[src/rtl/psum_accum_buffer_if.sv]
`default_nettype none
// ============================================================================
// Module   : psum_accum_buffer_if
// Purpose  : Valid/ready stream bundle used for both the partial-sum input
//            and the completed-sum output of psum_accum_buffer.
// Signals  : valid - producer has data this cycle
//            ready - consumer takes data this cycle
//            data  - DATA_WIDTH payload
// Modports : master drives valid/data, slave drives ready.
// Revision : 1.0 - initial release
// ============================================================================
interface psum_accum_buffer_if #(
  parameter int DATA_WIDTH = 18
);
  logic                  valid;
  logic                  ready;
  logic [DATA_WIDTH-1:0] data;

  modport master (output valid, output data, input ready);
  modport slave  (input valid, input data, output ready);
endinterface
`default_nettype wire

[src/rtl/psum_accum_buffer.sv]
`default_nettype none
// ============================================================================
// Module   : psum_accum_buffer
// Purpose  : Accumulates a row of partial sums across NUM_PASS passes in a
//            scratchpad and streams completed sums out through a
//            first-word-fall-through FIFO.
// Ports    : clk            - clock, rising edge
//            rst            - synchronous active-high reset
//            start_i        - begin a job (honoured only when idle)
//            cfg_row_len_i  - output positions per row, 1..ROW_MAX
//            cfg_num_pass_i - passes to accumulate, >= 1
//            psum_i         - slave stream of incoming partial sums
//            out_o          - master stream of completed sums (FWFT head)
//            busy_o         - a job is in progress
//            done_o         - one-cycle pulse when the job has drained
// Revision : 1.0 - initial release
// ============================================================================
module psum_accum_buffer #(
  parameter int DATA_WIDTH = 18,
  parameter int ROW_MAX    = 32,
  parameter int PASS_W     = 8,
  parameter int OUT_DEPTH  = 8
) (
  input  logic                      clk,
  input  logic                      rst,
  input  logic                      start_i,
  input  logic [$clog2(ROW_MAX):0]  cfg_row_len_i,
  input  logic [PASS_W-1:0]         cfg_num_pass_i,
  psum_accum_buffer_if.slave        psum_i,
  psum_accum_buffer_if.master       out_o,
  output logic                      busy_o,
  output logic                      done_o
);

  localparam int c_POS_W = (ROW_MAX > 1) ? $clog2(ROW_MAX) : 1;
  localparam int c_ROW_W = $clog2(ROW_MAX) + 1;
  localparam int c_PTR_W = $clog2(OUT_DEPTH);
  localparam int c_CNT_W = c_PTR_W + 1;

  localparam logic [1:0] c_ST_IDLE  = 2'd0;
  localparam logic [1:0] c_ST_ACCUM = 2'd1;
  localparam logic [1:0] c_ST_FLUSH = 2'd2;

  logic [1:0]            state_q, state_d;
  logic [c_POS_W-1:0]    pos_q, pos_d;
  logic [PASS_W-1:0]     pass_q, pass_d;
  logic [c_ROW_W-1:0]    row_len_q, row_len_d;
  logic [PASS_W-1:0]     num_pass_q, num_pass_d;
  logic [c_PTR_W-1:0]    rd_q, rd_d;
  logic [c_PTR_W-1:0]    wr_q, wr_d;
  logic [c_CNT_W-1:0]    cnt_q, cnt_d;

  logic [DATA_WIDTH-1:0] scratch_q [ROW_MAX];
  logic [DATA_WIDTH-1:0] fifo_q    [OUT_DEPTH];

  logic                  w_cfg_ok;
  logic                  w_start_ok;
  logic                  w_last_pass;
  logic                  w_last_pos;
  logic                  w_fifo_full;
  logic                  w_fifo_empty;
  logic                  w_psum_ready;
  logic                  w_accept;
  logic                  w_push;
  logic                  w_pop;
  logic [DATA_WIDTH-1:0] w_sum;
  logic [DATA_WIDTH-1:0] w_acc_val;

  // --------------------------------------------------------------------------
  // Shared decode
  // --------------------------------------------------------------------------
  assign w_cfg_ok     = (cfg_row_len_i != '0) &&
                        (cfg_row_len_i <= c_ROW_W'(ROW_MAX)) &&
                        (cfg_num_pass_i != '0);
  assign w_start_ok   = (state_q == c_ST_IDLE) && start_i && w_cfg_ok;
  assign w_last_pass  = (pass_q == (num_pass_q - PASS_W'(1)));
  assign w_last_pos   = (c_ROW_W'(pos_q) == (row_len_q - c_ROW_W'(1)));
  assign w_fifo_full  = (cnt_q == c_CNT_W'(OUT_DEPTH));
  assign w_fifo_empty = (cnt_q == '0);

  assign w_accept = psum_i.valid && w_psum_ready;
  assign w_push   = w_accept && w_last_pass;
  assign w_pop    = !w_fifo_empty && out_o.ready;

  // Combinational scratchpad read so each accept is a one-cycle RMW.
  // Pass 0 ignores the stale entry, so the scratchpad never needs clearing.
  assign w_sum     = scratch_q[pos_q] + psum_i.data;
  assign w_acc_val = (pass_q == '0) ? psum_i.data : w_sum;

  // --------------------------------------------------------------------------
  // FSM: state register
  // --------------------------------------------------------------------------
  always_ff @(posedge clk) begin
    if (rst) begin
      state_q <= c_ST_IDLE;
    end else begin
      state_q <= state_d;
    end
  end

  // --------------------------------------------------------------------------
  // FSM: next-state logic
  // --------------------------------------------------------------------------
  always_comb begin
    state_d = state_q;
    case (state_q)
      c_ST_IDLE: begin
        if (w_start_ok) begin
          state_d = c_ST_ACCUM;
        end
      end
      c_ST_ACCUM: begin
        if (w_accept && w_last_pos && w_last_pass) begin
          state_d = c_ST_FLUSH;
        end
      end
      c_ST_FLUSH: begin
        if (w_fifo_empty) begin
          state_d = c_ST_IDLE;
        end
      end
      default: state_d = c_ST_IDLE;
    endcase
  end

  // --------------------------------------------------------------------------
  // FSM: outputs
  // --------------------------------------------------------------------------
  always_comb begin
    w_psum_ready = 1'b0;
    busy_o       = 1'b0;
    done_o       = 1'b0;
    case (state_q)
      c_ST_ACCUM: begin
        busy_o       = 1'b1;
        // Uses the registered count only, so a same-cycle pop cannot
        // raise ready combinationally.
        w_psum_ready = !(w_last_pass && w_fifo_full);
      end
      c_ST_FLUSH: begin
        busy_o = 1'b1;
        done_o = w_fifo_empty;
      end
      default: ;
    endcase
  end

  assign psum_i.ready = w_psum_ready;

  // --------------------------------------------------------------------------
  // Position / pass counters and latched configuration
  // --------------------------------------------------------------------------
  always_comb begin
    pos_d      = pos_q;
    pass_d     = pass_q;
    row_len_d  = row_len_q;
    num_pass_d = num_pass_q;
    if (w_start_ok) begin
      pos_d      = '0;
      pass_d     = '0;
      row_len_d  = cfg_row_len_i;
      num_pass_d = cfg_num_pass_i;
    end else if (w_accept) begin
      if (w_last_pos) begin
        pos_d  = '0;
        pass_d = pass_q + PASS_W'(1);
      end else begin
        pos_d  = pos_q + c_POS_W'(1);
      end
    end
  end

  // --------------------------------------------------------------------------
  // Output FIFO pointers and occupancy
  // --------------------------------------------------------------------------
  always_comb begin
    wr_d  = w_push ? (wr_q + c_PTR_W'(1)) : wr_q;
    rd_d  = w_pop  ? (rd_q + c_PTR_W'(1)) : rd_q;
    cnt_d = cnt_q;
    if (w_push && !w_pop) begin
      cnt_d = cnt_q + c_CNT_W'(1);
    end else if (w_pop && !w_push) begin
      cnt_d = cnt_q - c_CNT_W'(1);
    end
  end

  always_ff @(posedge clk) begin
    if (rst) begin
      pos_q      <= '0;
      pass_q     <= '0;
      row_len_q  <= '0;
      num_pass_q <= '0;
      rd_q       <= '0;
      wr_q       <= '0;
      cnt_q      <= '0;
    end else begin
      pos_q      <= pos_d;
      pass_q     <= pass_d;
      row_len_q  <= row_len_d;
      num_pass_q <= num_pass_d;
      rd_q       <= rd_d;
      wr_q       <= wr_d;
      cnt_q      <= cnt_d;
    end
  end

  // --------------------------------------------------------------------------
  // Storage arrays (no reset: contents are qualified by pointers/pass index)
  // --------------------------------------------------------------------------
  always_ff @(posedge clk) begin
    if (w_accept && !w_last_pass) begin
      scratch_q[pos_q] <= w_acc_val;
    end
  end

  always_ff @(posedge clk) begin
    if (w_push) begin
      fifo_q[wr_q] <= w_acc_val;
    end
  end

  assign out_o.valid = !w_fifo_empty;
  assign out_o.data  = fifo_q[rd_q];

endmodule
`default_nettype wire

[src/flat_wrapper.sv]
// flat-port wrapper written by rule: the top's interface ports become plain ports
module psum_accum_buffer_flat 
#(
  parameter int DATA_WIDTH = 18,
  parameter int ROW_MAX    = 32,
  parameter int PASS_W     = 8,
  parameter int OUT_DEPTH  = 8
)
  (clk, rst, start_i, cfg_row_len_i, cfg_num_pass_i, busy_o, done_o, psum_i_valid, psum_i_data, psum_i_ready, out_o_valid, out_o_data, out_o_ready);
  psum_accum_buffer_if #(.DATA_WIDTH(DATA_WIDTH)) psum_i_i ();
  psum_accum_buffer_if #(.DATA_WIDTH(DATA_WIDTH)) out_o_i ();
  input  logic clk;
  input  logic rst;
  input  logic start_i;
  input  logic [$clog2(ROW_MAX):0] cfg_row_len_i;
  input  logic [PASS_W-1:0] cfg_num_pass_i;
  output logic busy_o;
  output logic done_o;
  input wire logic [$bits(psum_i_i.valid)-1:0] psum_i_valid;
  input wire logic [$bits(psum_i_i.data)-1:0] psum_i_data;
  output wire logic [$bits(psum_i_i.ready)-1:0] psum_i_ready;
  output wire logic [$bits(out_o_i.valid)-1:0] out_o_valid;
  output wire logic [$bits(out_o_i.data)-1:0] out_o_data;
  input wire logic [$bits(out_o_i.ready)-1:0] out_o_ready;
  assign psum_i_i.valid = psum_i_valid;
  assign psum_i_i.data = psum_i_data;
  assign psum_i_ready = psum_i_i.ready;
  assign out_o_valid = out_o_i.valid;
  assign out_o_data = out_o_i.data;
  assign out_o_i.ready = out_o_ready;
  psum_accum_buffer #(.DATA_WIDTH(DATA_WIDTH), .ROW_MAX(ROW_MAX), .PASS_W(PASS_W), .OUT_DEPTH(OUT_DEPTH)) u_core (.clk(clk), .rst(rst), .start_i(start_i), .cfg_row_len_i(cfg_row_len_i), .cfg_num_pass_i(cfg_num_pass_i), .psum_i(psum_i_i), .out_o(out_o_i), .busy_o(busy_o), .done_o(done_o));
endmodule
[config.mk]
export PLATFORM = sky130hd
export DESIGN_NAME = psum_accum_buffer_flat
export DESIGN_NICKNAME = d
export VERILOG_FILES = /design/src/rtl/psum_accum_buffer_if.sv /design/src/rtl/psum_accum_buffer.sv /design/src/flat_wrapper.sv
export SDC_FILE = /design/constraint.sdc
export NUM_CORES = 1
export LEC_CHECK = 0
export BUFFER_PORTS_ARGS = -buffer_cell sky130_fd_sc_hd__buf_2
export CORE_MARGIN = 10
export CORE_UTILIZATION = 50
export CTS_CLUSTER_SIZE = 16
export DETAILED_ROUTE_END_ITERATION = 8
export PLACE_DENSITY = 0.67
export SETUP_SLACK_MARGIN = 0.3
export SLEW_MARGIN = 10
export SYNTH_ARGS = -nofsm -noshare
export SYNTH_HDL_FRONTEND = slang
export SYNTH_SLANG_ARGS = --single-unit
[constraint.sdc]
create_clock -name clk -period 6.61 [get_ports clk]
set_input_delay 1.322 -clock clk [delete_from_list [all_inputs] [get_ports clk]]
set_output_delay 1.322 -clock clk [all_outputs]
set_load 0.02 [all_outputs]
# Word level (Yosys, flattened, before mapping)
# Memories as Yosys holds them, arrays and structs flattened. A register that Yosys moved wholly into a read port is not among the register bits.
# Cells that the tools add are included.
# W data, S select, Z words.
dict set report word_totals {
  input_bits 37
  ram_bits 720
  out_inout_bits 22
  reg_bits 39
  wordCells 75
  memories 2
}
# name depth width rd rd_ports_with_merged_regs wr line
set mem_list {}
lappend mem_list {u_core.scratch_q 32 18 1 1 1 psum_accum_buffer.sv:53} ;# logic [DATA_WIDTH-1:0] scratch_q [ROW_MAX];
lappend mem_list {u_core.fifo_q 8 18 1 1 1 psum_accum_buffer.sv:54} ;# logic [DATA_WIDTH-1:0] fifo_q [OUT_DEPTH];
dict set report classes {
  eq_ne 8
  n_reduce_logical 28
  n_lt_le_gt_ge 1
  addsub 9
  mux 19
}
# operator count
set ops {}
lappend ops {{$add A18 B18 Y18} 1}
lappend ops {{$mux W18} 1}
lappend ops {{$mux W5} 3}
lappend ops {{$logic_and A1 B1 Y1} 13}
lappend ops {{$add A8 B1 Y8 const B} 1}
lappend ops {{$eq A8 B8 Y1} 1}
lappend ops {{$logic_not A8 Y1} 1}
lappend ops {{$mux W4} 2}
lappend ops {{$reduce_bool A8 Y1} 1}
lappend ops {{$sub A8 B1 Y8 const B} 1}
lappend ops {{$mux W1} 7}
lappend ops {{$add A3 B1 Y3 const B} 2}
lappend ops {{$eq A5 B6 Y1} 1}
lappend ops {{$le A6 B6 Y1 const B} 1}
lappend ops {{$mux W2} 3}
lappend ops {{$mux W3} 2}
lappend ops {{$ne A2 B1 Y1 const B} 3}
lappend ops {{$pmux W2 S3} 1}
lappend ops {{$reduce_bool A6 Y1} 1}
lappend ops {{$sub A6 B1 Y6 const B} 1}
lappend ops {{$add A5 B1 Y5 const B} 1}
lappend ops {{$logic_not A1 Y1} 5}
lappend ops {{$add A4 B1 Y4 const B} 1}
lappend ops {{$eq A4 B4 Y1 const B} 1}
lappend ops {{other kinds (9)} 10}

# Longest topological paths before layout
# Gate-level depths: netlist (run 1).
dict set report logic_depth {
  depth_word 11
  mapped_depth 16
}

# Worst setup path after synthesis (run 1)
# OpenSTA, ideal clock, no wires.
dict set report synth_path {
  path_type {flip-flop to flip-flop}
  startpoint {register with a tool-made name}
  endpoint {memory u_core.fifo_q[0][16], data pin}
  path_stages_with_launch 16
  slack_ns 0.642
  t_arrival_ns 5.452
  required_time_ns 6.094
  cell_sequence {dfxtp_1 buf_2 clkbuf_1 clkbuf_1 mux4_2 mux4_2 mux2_2 ha_1 fa_1 a21o_1 a21oi_1 o21ai_0 a21boi_0 o31ai_1 xnor2_1 o21ai_0}
}
# item line
set synth_lines {}
lappend synth_lines {{to (decl)} psum_accum_buffer.sv:54}

==> results.yml, run 1 <==
placement:
  io_buffers: 58
  placed_cell_area_um2: 32700
  place_hpwl_mm: 40.6
  gp_congestion: 0.838
  dp_cells: 2361
  dp_slack_ns: 1.21
sta:
  worst_slew_pin_slew_ns: 0.953
  worst_slack_ns: 1.25
  hold_viol: 0
  relSlewSlack: 0.363
  fmax_ghz: 0.186
  period_share: 0.811
  maxSlewViolCount: 0
  clock-skew-final_ns: 0.0200
  fin_setup_tns_ns: 0
  finalSetupViolCount: 0
  grt_setup_unrepaired: "no"
  finalCriticalPeriod_ns: 5.36
power:
  power_w: 0.0108
  peakVddDrop_mv: 0.299
  power_density_nw_per_um2: 309
  leakagePower_nw: 11.0
setup_path:
  slowest_stage: "a21oi_2"
  r2r_end: "u_core.scratch_q[8][12]"
  path_class: "reg2reg"
  crit_buf_inv: 2
  worstPathMaxFanout: 34
  worst_setup_path_end_kind: "flip-flop"
  path_cells: "buf_4, mux4_2, mux4_2, mux2_2, ha_1, a21o_1, a21oi_1, o21ai_0, nand3_1, o21ai_0, xnor2_1, a21oi_2, buf_4"
  max_stage_delay_ns: 0.63
  reg2reg_slack_ns: 1.25
  reg2regPathDepth: 13
  worstPathArrival_ns: 5.79
  critical-path-top-delay-family: "compound AO/OA/AOI/OAI gates"
  cp.required_ns: 7.04
  critPathLaunchType: "flip-flop"
yosys:
  postSynthRegisterBits: 767
  synth_warnings: 0
  yosysSeqAreaShare: 0.728
  synth_area_um2: 31000
  netlist_instances: 1532
  async_reset_ff_frac: 0
  synth-edff-count: 720
  ys.flop_type: "edfxtp_1"
  syn_avg_cell_area_um2: 20.2
  synth.distinct_cells: 63
  synth_nets: 1605
clock_network:
  cts_tree: "yes"
  path_clk_slew_ns: 0.06
  clk-insertion-delay-late_ns: 0.62
  hold_buffers: 0
  cts_setup_buffers: 0
  cts_htree_levels: 3
  cts_buffer_depth: 3
  clock_sink_count: 767
  cts_root_buf: "clkbuf_16"
  cts_made_buffers: 78
  cts_resized: 0
floorplan:
  die_w_um: 269
  ios: 59
  dieArea_um2: 72300
  rows: 91
  fp.dieH_um: 269
  start_util: 0.504
  core_area_um2: 61500
worst_hold_path:
  whs_path_depth: 2
  hp-start: "u_core.rd_q[1]"
  hold-path-endpoint: "u_core.rd_q[1]"
  min_path_type: "reg2reg"
global_route:
  grt_pass1_vias: 15700
  antenna_found_initial: 4
  grt_pass1_wl_mm: 104
  grt_max_degree: 45
  grt_overflow: 0
  track_usage: 0.200
outcome:
  status: "complete, no violations"
routing:
  firstDrtPassIters: 5
  routed_wl_mm: 70.6
  drcViolationCount: 0
  viasPerCell: 6.14
  num_vias: 15300
  ant_nets: 0
  initialDrtViolationCount: 1554
  avgRoutedWirePerCell_um: 28.3
cells_and_area:
  layout-drive-gt1-share: 0.307
  layout.nets: 1724
  fill_cells: 4515
  synthToLayoutAreaGrowth_pct: 13.1
  fin_area_um2: 35100
  fin_cells: 2495
run:
  drv_cap: 0
==> synth_stat cells (10+ instances only) <==
| master | count | area (um^2) |
|---|---|---|
| a21oi_1 | 30 | 150 |
| buf_2 | 16 | 80.1 |
| buf_4 | 10 | 75.1 |
| clkbuf_1 | 28 | 105 |
| dfxtp_1 | 47 | 941 |
| edfxtp_1 | 720 | 21600 |
| ha_1 | 34 | 425 |
| inv_1 | 22 | 82.6 |
| mux2_2 | 38 | 428 |
| mux2i_1 | 28 | 280 |
| mux4_2 | 212 | 4770 |
| nand2_1 | 53 | 199 |
| nand2b_1 | 13 | 81.3 |
| nand3_1 | 15 | 75.1 |
| nand3b_1 | 10 | 75.1 |
| nor2_1 | 86 | 323 |
| o21ai_0 | 24 | 120 |
| xnor2_1 | 21 | 184 |
| xor2_1 | 15 | 131 |
==> layer usage <==
| layer | up-vias | global-route usage | share of wire |
|---|---|---|---|
| met3 | 86 | 0.0465 | 0.085 |
| met4 | 0 | 0.0521 | 0.019 |
| met1 | 8072 | 0.283 | 0.42 |
| met2 | 629 | 0.312 | 0.48 |
| li1 | 6533 | - | - |
| met5 | - | 0 | 0 |
==> sequential cells by signal, indices dropped and copies added (netlist names), named ones only <==
| signal | count |
|---|---|
| u_core.num_pass_q | 8 |
| u_core.pos_q | 5 |
| u_core.row_len_q | 6 |
| u_core.state_q | 2 |
| u_core.cnt_q | 4 |
| u_core.scratch_q | 576 |
| u_core.fifo_q | 144 |
| u_core.pass_q | 8 |
| u_core.wr_q | 3 |
| u_core.rd_q | 3 |
==> metrics by stage <==
step                utilization  hold slack (ns)
global placement          0.532            0.474
global route              0.570            0.522
floorplan                     -            0.454
detailed placement        0.532            0.476
CTS                       0.570            0.484
finish                    0.570            0.482
==> logic make-up (layout without fill, tap and decap cells) <==
| family | Yosys count | in the layout | share of synthesized area |
|---|---|---|---|
| buf+inv | 87 | 259 | 0.0129 |
| fa+ha+maj | 36 | 36 | 0.0150 |
| simple gates | 225 | 225 | 0.0350 |
| xor+xnor | 37 | 37 | 0.0107 |
| mux | 278 | 278 | 0.177 |
| other cells | 0 | 1 | 0 |
| compound gates | 102 | 102 | 0.0212 |
| flops | 767 | 767 | 0.728 |
==> worst reg2reg max path, delay by kind of cell (launching register included) <==
| family | cells | cell delay [ns] |
|---|---|---|
| XOR/XNOR | 1 | 0.12 |
| AND/OR/NAND/NOR | 1 | 0.19 |
| multiplexers | 3 | 1.40 |
| adder cells (fa/ha/maj) | 1 | 0.34 |
| flip-flops | 1 | 0.58 |
| buffers and inverters | 2 | 1.00 |
| AO/OA/AOI/OAI | 5 | 1.55 |
==> worst max path at each step <==
stage	end	slack (ns)	startpoint	depth (start not counted)
floorplan	u_core.fifo_q[0][16]	0.64	flip-flop	15
global placement	u_core.fifo_q[2][12]	1.37	flip-flop	13
detailed placement	u_core.fifo_q[1][13]	1.21	flip-flop	13
CTS	u_core.scratch_q[11][13]	1.21	flip-flop	13
global route	u_core.fifo_q[4][13]	0.80	flip-flop	13
finish	u_core.scratch_q[8][12]	1.25	flip-flop	13
==> where the power goes <==
part	internal [W]	switching, W	total [W]
registers	0.00536	0.0000455	0.00540
clock network	0.00236	0.00177	0.00412
logic	0.000592	0.000699	0.00129
total	0.00831	0.00251	0.0108
==> cells in the final DEF, fill, tap and decap left out, types with 24 or more instances in the layout <==
cell / instances
a21oi_1: 24
nor2_4: 27
dfxtp_1: 42
nand2_1: 52
mux2_2: 38
mux4_2: 212
ha_1: 34
buf_4: 39
buf_2: 58
edfxtp_1: 720
mux2i_1: 28
nor2_1: 48
clkbuf_16: 81
==> final cells by class <==
| class | count | area [um^2] | share of cell area |
|---|---|---|---|
| multi-input combinational | 678 | 8330 | 0.238 |
| antenna | 1 | 2.50 | 0.0000714 |
| clock inverter | 33 | 260 | 0.00742 |
| sequential | 767 | 22600 | 0.644 |
| timing repair buffer | 104 | 723 | 0.0206 |
| inverter | 22 | 82.6 | 0.00236 |
| clock buffer | 100 | 2100 | 0.0599 |
| tap | 790 | 988 | 0.0282 |
(Power assumes the default switching activity.)
==> inputs of run 2 (changes only) <==
- clock period: 6.61 -> 5.6 ns (I/O delays scaled with it)
==> run 2 against run 1 <==
Effect of this change: critical path depth rose by 1; via count rose by 1.3%; global-route usage fell by 0.17 points; clock skew rose by 0.0099 ns; power rose by 20%; die area did not move; sequential power rose by 19%; fmax rose by 7.2%; worst setup slack got worse by 0.65 ns; critical path type unchanged; critical endpoint is now u_core.fifo_q[6][12]; largest cell class unchanged; largest power group unchanged; highest routed layer unchanged.
==> results.yml, run 2 (synthesis gave the netlist of run 1 again) <==
outcome:
  status: "complete, no violations"
setup_path:
  reg2reg_slack_ns: 0.60
  path_class: "reg2reg"
  worstPathMaxFanout: 40
  critPathLaunchType: "flip-flop"
  reg2regPathDepth: 14
  cp.required_ns: 6.02
  r2r_end: "u_core.fifo_q[6][12]"
  worst_setup_path_end_kind: "flip-flop"
  worstPathArrival_ns: 5.42
routing:
  drcViolationCount: 0
  avgRoutedWirePerCell_um: 27.9
  routed_wl_mm: 70.6
  viasPerCell: 6.13
  initialDrtViolationCount: 1767
  firstDrtPassIters: 5
  ant_nets: 0
  num_vias: 15500
sta:
  maxSlewViolCount: 0
  grt_setup_unrepaired: "no"
  period_share: 0.893
  finalCriticalPeriod_ns: 5.00
  finalSetupViolCount: 0
  relSlewSlack: 0.275
  hold_viol: 0
  clock-skew-final_ns: 0.0299
  fmax_ghz: 0.200
  worst_slack_ns: 0.600
  worst_slew_pin_slew_ns: 1.09
  fin_setup_tns_ns: 0
cells_and_area:
  synthToLayoutAreaGrowth_pct: 14.1
  top_register: "u_core.scratch_q"
  largest_reg_flops: 576
  layout.nets: 1756
  layout-drive-gt1-share: 0.322
  final_cell_mix: "edfxtp_1, mux4_2, clkbuf_16, buf_4, buf_2"
  reg_top3: "u_core.scratch_q x576, u_core.fifo_q x144"
  final_common_cell: "edfxtp_1"
worst_hold_path:
  whs_path_depth: 2
  hold-path-endpoint: "u_core.rd_q[1]"
  hp-start: "u_core.rd_q[1]"
  min_path_type: "reg2reg"
clock_network:
  cts_buffer_depth: 3
  clk-insertion-delay-late_ns: 0.64
  cts_root_buf: "clkbuf_16"
  clock_sink_count: 767
  hold_buffers: 0
  cts_made_buffers: 78
  cts_htree_levels: 3
  cts_tree: "yes"
  path_clk_slew_ns: 0.06
global_route:
  grt_max_degree: 45
  track_usage: 0.199
  grt_overflow: 0
  antenna_found_initial: 2
  grt_pass1_wl_mm: 104
  grt_pass1_vias: 15800
placement:
  place_hpwl_mm: 40.6
  gp_congestion: 0.880
  io_buffers: 58
  dp_slack_ns: 0.272
floorplan:
  start_util: 0.504
  core_area_um2: 61500
  dieArea_um2: 72300
  ios: 59
  die_w_um: 269
  fp.dieH_um: 269
  rows: 91
power:
  leakagePower_nw: 11.2
  power_w: 0.0130
  power_density_nw_per_um2: 366
  peakVddDrop_mv: 0.352
run:
  drv_cap: 0
run 2: critical path: stages, from the launching register on:
cell	delay, ns
dfxtp_4	0.55
buf_12	0.33
mux4_2	0.56
mux4_2	0.49
mux2_2	0.30
ha_1	0.24
fa_1	0.46
a21o_1	0.18
a21oi_1	0.29
o21ai_0	0.29
nand3_1	0.23
o21ai_0	0.17
xnor2_1	0.19
a21oi_2	0.19
buf_6	0.29
run 2: power by group:
group	leakage, nW	total, W	switching (W)	internal, W
Sequential	6.86	0.00641	0.0000870	0.00632
Clock	1.18	0.00502	0.00213	0.00289
Combinational	3.16	0.00152	0.000800	0.000721
Total	11.2	0.0130	0.00302	0.00993
run 2: routing by layer:
layer | track usage | part of all wire | up-vias
met4 | 0.0580 | 0.019 | 0
met3 | 0.0350 | 0.078 | 84
li1 | - | - | 6602
met2 | 0.311 | 0.48 | 621
met5 | 0 | 0 | -
met1 | 0.285 | 0.42 | 8214
run 2: area by class of cell:
class | instances | area (um^2)
repair buffers | 135 | 980
clock inverters | 44 | 389
fillers | 4521 | 26100
diodes | 1 | 2.50
well taps | 790 | 988
flip-flops and latches | 767 | 22600
clock buffers | 95 | 2060
inverters | 22 | 82.6
multi-input cells | 679 | 8270
run 2: how the worst max path moves through the flow:
stage                     startpoint                        to  slack, ns
after detailed placement   flip-flop      u_core.fifo_q[2][17]       0.27
final                      flip-flop      u_core.fifo_q[6][12]       0.60
after global routing       flip-flop      u_core.fifo_q[3][14]       0.39
after global placement     flip-flop      u_core.fifo_q[0][17]       0.36
after CTS                  flip-flop  u_core.scratch_q[17][17]       0.36
after floorplan            flip-flop      u_core.fifo_q[0][16]       0.32
run 2: metrics by stage:
stage | std cells | util | instance area, um^2 | hold WS, ns
floorplan | 1532 | - | 31000 | 0.454
global placement | 2391 | 0.534 | 32800 | 0.467
detailed placement | 2391 | 0.534 | 32800 | 0.482
CTS | 2531 | 0.574 | 35300 | 0.490
global route | 2532 | 0.575 | 35300 | 0.518
finish | 2533 | 0.575 | 35300 | 0.488
run 2: repair_timing:
| action | CTS | global route |
|---|---|---|
| setup buffers | 0 | 1 |
| gates resized for setup | 2 | 2 |
| pin swaps | 1 | 0 |
| gates cloned | 1 | 0 |
| setup endpoints to repair | 40 | 200 |
==> inputs of run 3 (changes only) <==
==> constraint.sdc (replaced) <==
create_clock -name clk -period 5.6 [get_ports clk]
set_input_delay 0.56 -clock clk [delete_from_list [all_inputs] [get_ports clk]]
set_output_delay 0.56 -clock clk [all_outputs]
set_load 0.02 [all_outputs]
==> run 3 against run 2 <==
Effect of this change: wire length shrank 1.5%; sequential power is essentially flat; global-route usage shrank 0.13 points; worst setup slack lost 0.020 ns; power shrank 0.35%; hold slack lost 0.28 ns; flip-flop and latch count is the same; clock skew shrank 0.0051 ns; count of clock-buffer cells in the layout grew 12; critical path type unchanged.
==> results.yml, run 3 (synthesis gave the netlist of run 1 again) <==
worst_hold_path:
  hp-start: "cfg_num_pass_i[6]"
  min_path_type: "in2reg"
  hold-path-endpoint: "u_core.num_pass_q[6]"
  whs_path_depth: 3
floorplan:
  rows: 91
  core_area_um2: 61500
  die_w_um: 269
  dieArea_um2: 72300
  start_util: 0.504
  fp.dieH_um: 269
  ios: 59
clock_network:
  path_clk_slew_ns: 0.06
  cts_setup_buffers: 0
  clk-insertion-delay-late_ns: 0.62
  cts_htree_levels: 3
  clock_sink_count: 767
  cts_tree: "yes"
  cts_made_buffers: 78
  cts_buffer_depth: 3
  cts_root_buf: "clkbuf_16"
placement:
  gp_congestion: 0.875
  dp_cells: 2383
  place_hpwl_mm: 40.4
  io_buffers: 58
power:
  leakagePower_nw: 11.2
  power_density_nw_per_um2: 366
  peakVddDrop_mv: 0.243
  power_w: 0.0129
routing:
  drcViolationCount: 0
  ant_nets: 0
  viasPerCell: 6.08
  avgRoutedWirePerCell_um: 27.5
  firstDrtPassIters: 5
  initialDrtViolationCount: 1653
  num_vias: 15400
  routed_wl_mm: 69.5
sta:
  maxSlewViolCount: 0
  period_share: 0.896
  worst_slew_pin_slew_ns: 1.19
  relSlewSlack: 0.203
  fmax_ghz: 0.199
  finalCriticalPeriod_ns: 5.02
  holdWs_ns: 0.205
  finalSetupViolCount: 0
  grt_setup_unrepaired: "no"
  clock-skew-final_ns: 0.0248
  fin_setup_tns_ns: 0
  hold_viol: 0
cells_and_area:
  layout-drive-gt1-share: 0.316
  reg_top3: "u_core.scratch_q x576, u_core.fifo_q x144"
  n_antenna_cell: 0
  synthToLayoutAreaGrowth_pct: 13.9
  top_register: "u_core.scratch_q"
  largest_reg_flops: 576
  fin_cells: 2529
  layout.nets: 1747
  fill_cells: 4541
  final_common_cell: "edfxtp_1"
  final_cell_mix: "edfxtp_1, mux4_2, clkbuf_16, buf_4, buf_2"
setup_path:
  slowest_stage: "xnor2_2"
  worstPathArrival_ns: 5.32
  reg2reg_slack_ns: 0.58
  path_class: "reg2reg"
  critPathLaunchType: "flip-flop"
  max_stage_delay_ns: 0.79
  reg2regPathDepth: 12
  r2r_end: "u_core.scratch_q[0][17]"
  path_cells: "buf_12, mux4_2, mux4_2, mux2_2, ha_1, a21o_1, a211o_1, o311ai_0, a211o_1, and3_1, o21ai_1, xnor2_2"
  worstPathMaxFanout: 20
  crit_buf_inv: 1
  worst_setup_path_end_kind: "flip-flop"
  critical-path-top-delay-family: "compound AO/OA/AOI/OAI gates"
  cp.required_ns: 5.90
global_route:
  grt_max_degree: 56
  grt_overflow: 0
  grt_pass1_vias: 15700
  track_usage: 0.197
  antenna_found_initial: 1
  grt_pass1_wl_mm: 103
run:
  drv_cap: 0
outcome:
  status: "complete, no violations"
-- run 3: changes by cell type in the layout (fill, tap and decap cells not counted), sizes merged --
cell      before  now
clkbuf        95  107
clkinvlp       4    1
buf          135  126
bufinv         6    4
clkinv        32   30
inv           24   25
diode          1    0
-- run 3: through the flow --
stage               area, um^2  setup WS [ns]  utilization
floorplan                31000          0.318            -
global placement         32800          0.595        0.533
detailed placement       32800          0.533        0.533
CTS                      35300          0.500        0.574
global route             35300          0.304        0.574
finish                   35300          0.580        0.574
-- run 3: how the worst max path moves through the flow --
stage / start / end / slack [ns] / cells after the start
floorplan: flip-flop / u_core.fifo_q[0][16] / 0.32 / 15
global placement: flip-flop / u_core.scratch_q[18][17] / 0.59 / 12
detailed placement: flip-flop / u_core.scratch_q[18][17] / 0.53 / 12
CTS: flip-flop / u_core.scratch_q[26][17] / 0.50 / 12
global route: flip-flop / u_core.scratch_q[0][17] / 0.30 / 12
finish: flip-flop / u_core.scratch_q[0][17] / 0.58 / 12
-- run 3: final cells by class --
cell class / instances / area [um^2] / share of cell area
sequential: 767 / 22600 / 0.640
inverter: 22 / 82.6 / 0.00234
clock inverter: 38 / 290 / 0.00823
timing repair buffer: 126 / 908 / 0.0257
clock buffer: 107 / 2190 / 0.0619
tap: 790 / 988 / 0.0280
multi-input combinational: 679 / 8260 / 0.234
-- run 3: metal layers --
metal  vias up  global-route usage  part of all wire  routed length (um)
li1       6599                   -                 -                   -
met1      8126               0.285              0.43               29600
met2       536               0.305              0.48               33400
met3       112              0.0343             0.066                4580
met4         0              0.0613             0.027                1910
met5         -                   0                 0                   0
-- run 3: tightest hold or removal path, stage by stage --
cell and delay (ns):
buf_2 0.09, mux2i_1 0.05, nor2_1 0.07
-- run 3: power breakdown --
part	total [W]	switching, W	leakage (nW)	internal (W)
logic	0.00150	0.000797	3.11	0.000708
clock network	0.00501	0.00209	1.21	0.00292
registers	0.00639	0.0000703	6.86	0.00632
-- run 3: what timing repair did --
action | CTS | global route
hold buffers | 0 | 0
gates resized for setup | 0 | 2
endpoints found under the setup margin | 0 | 80
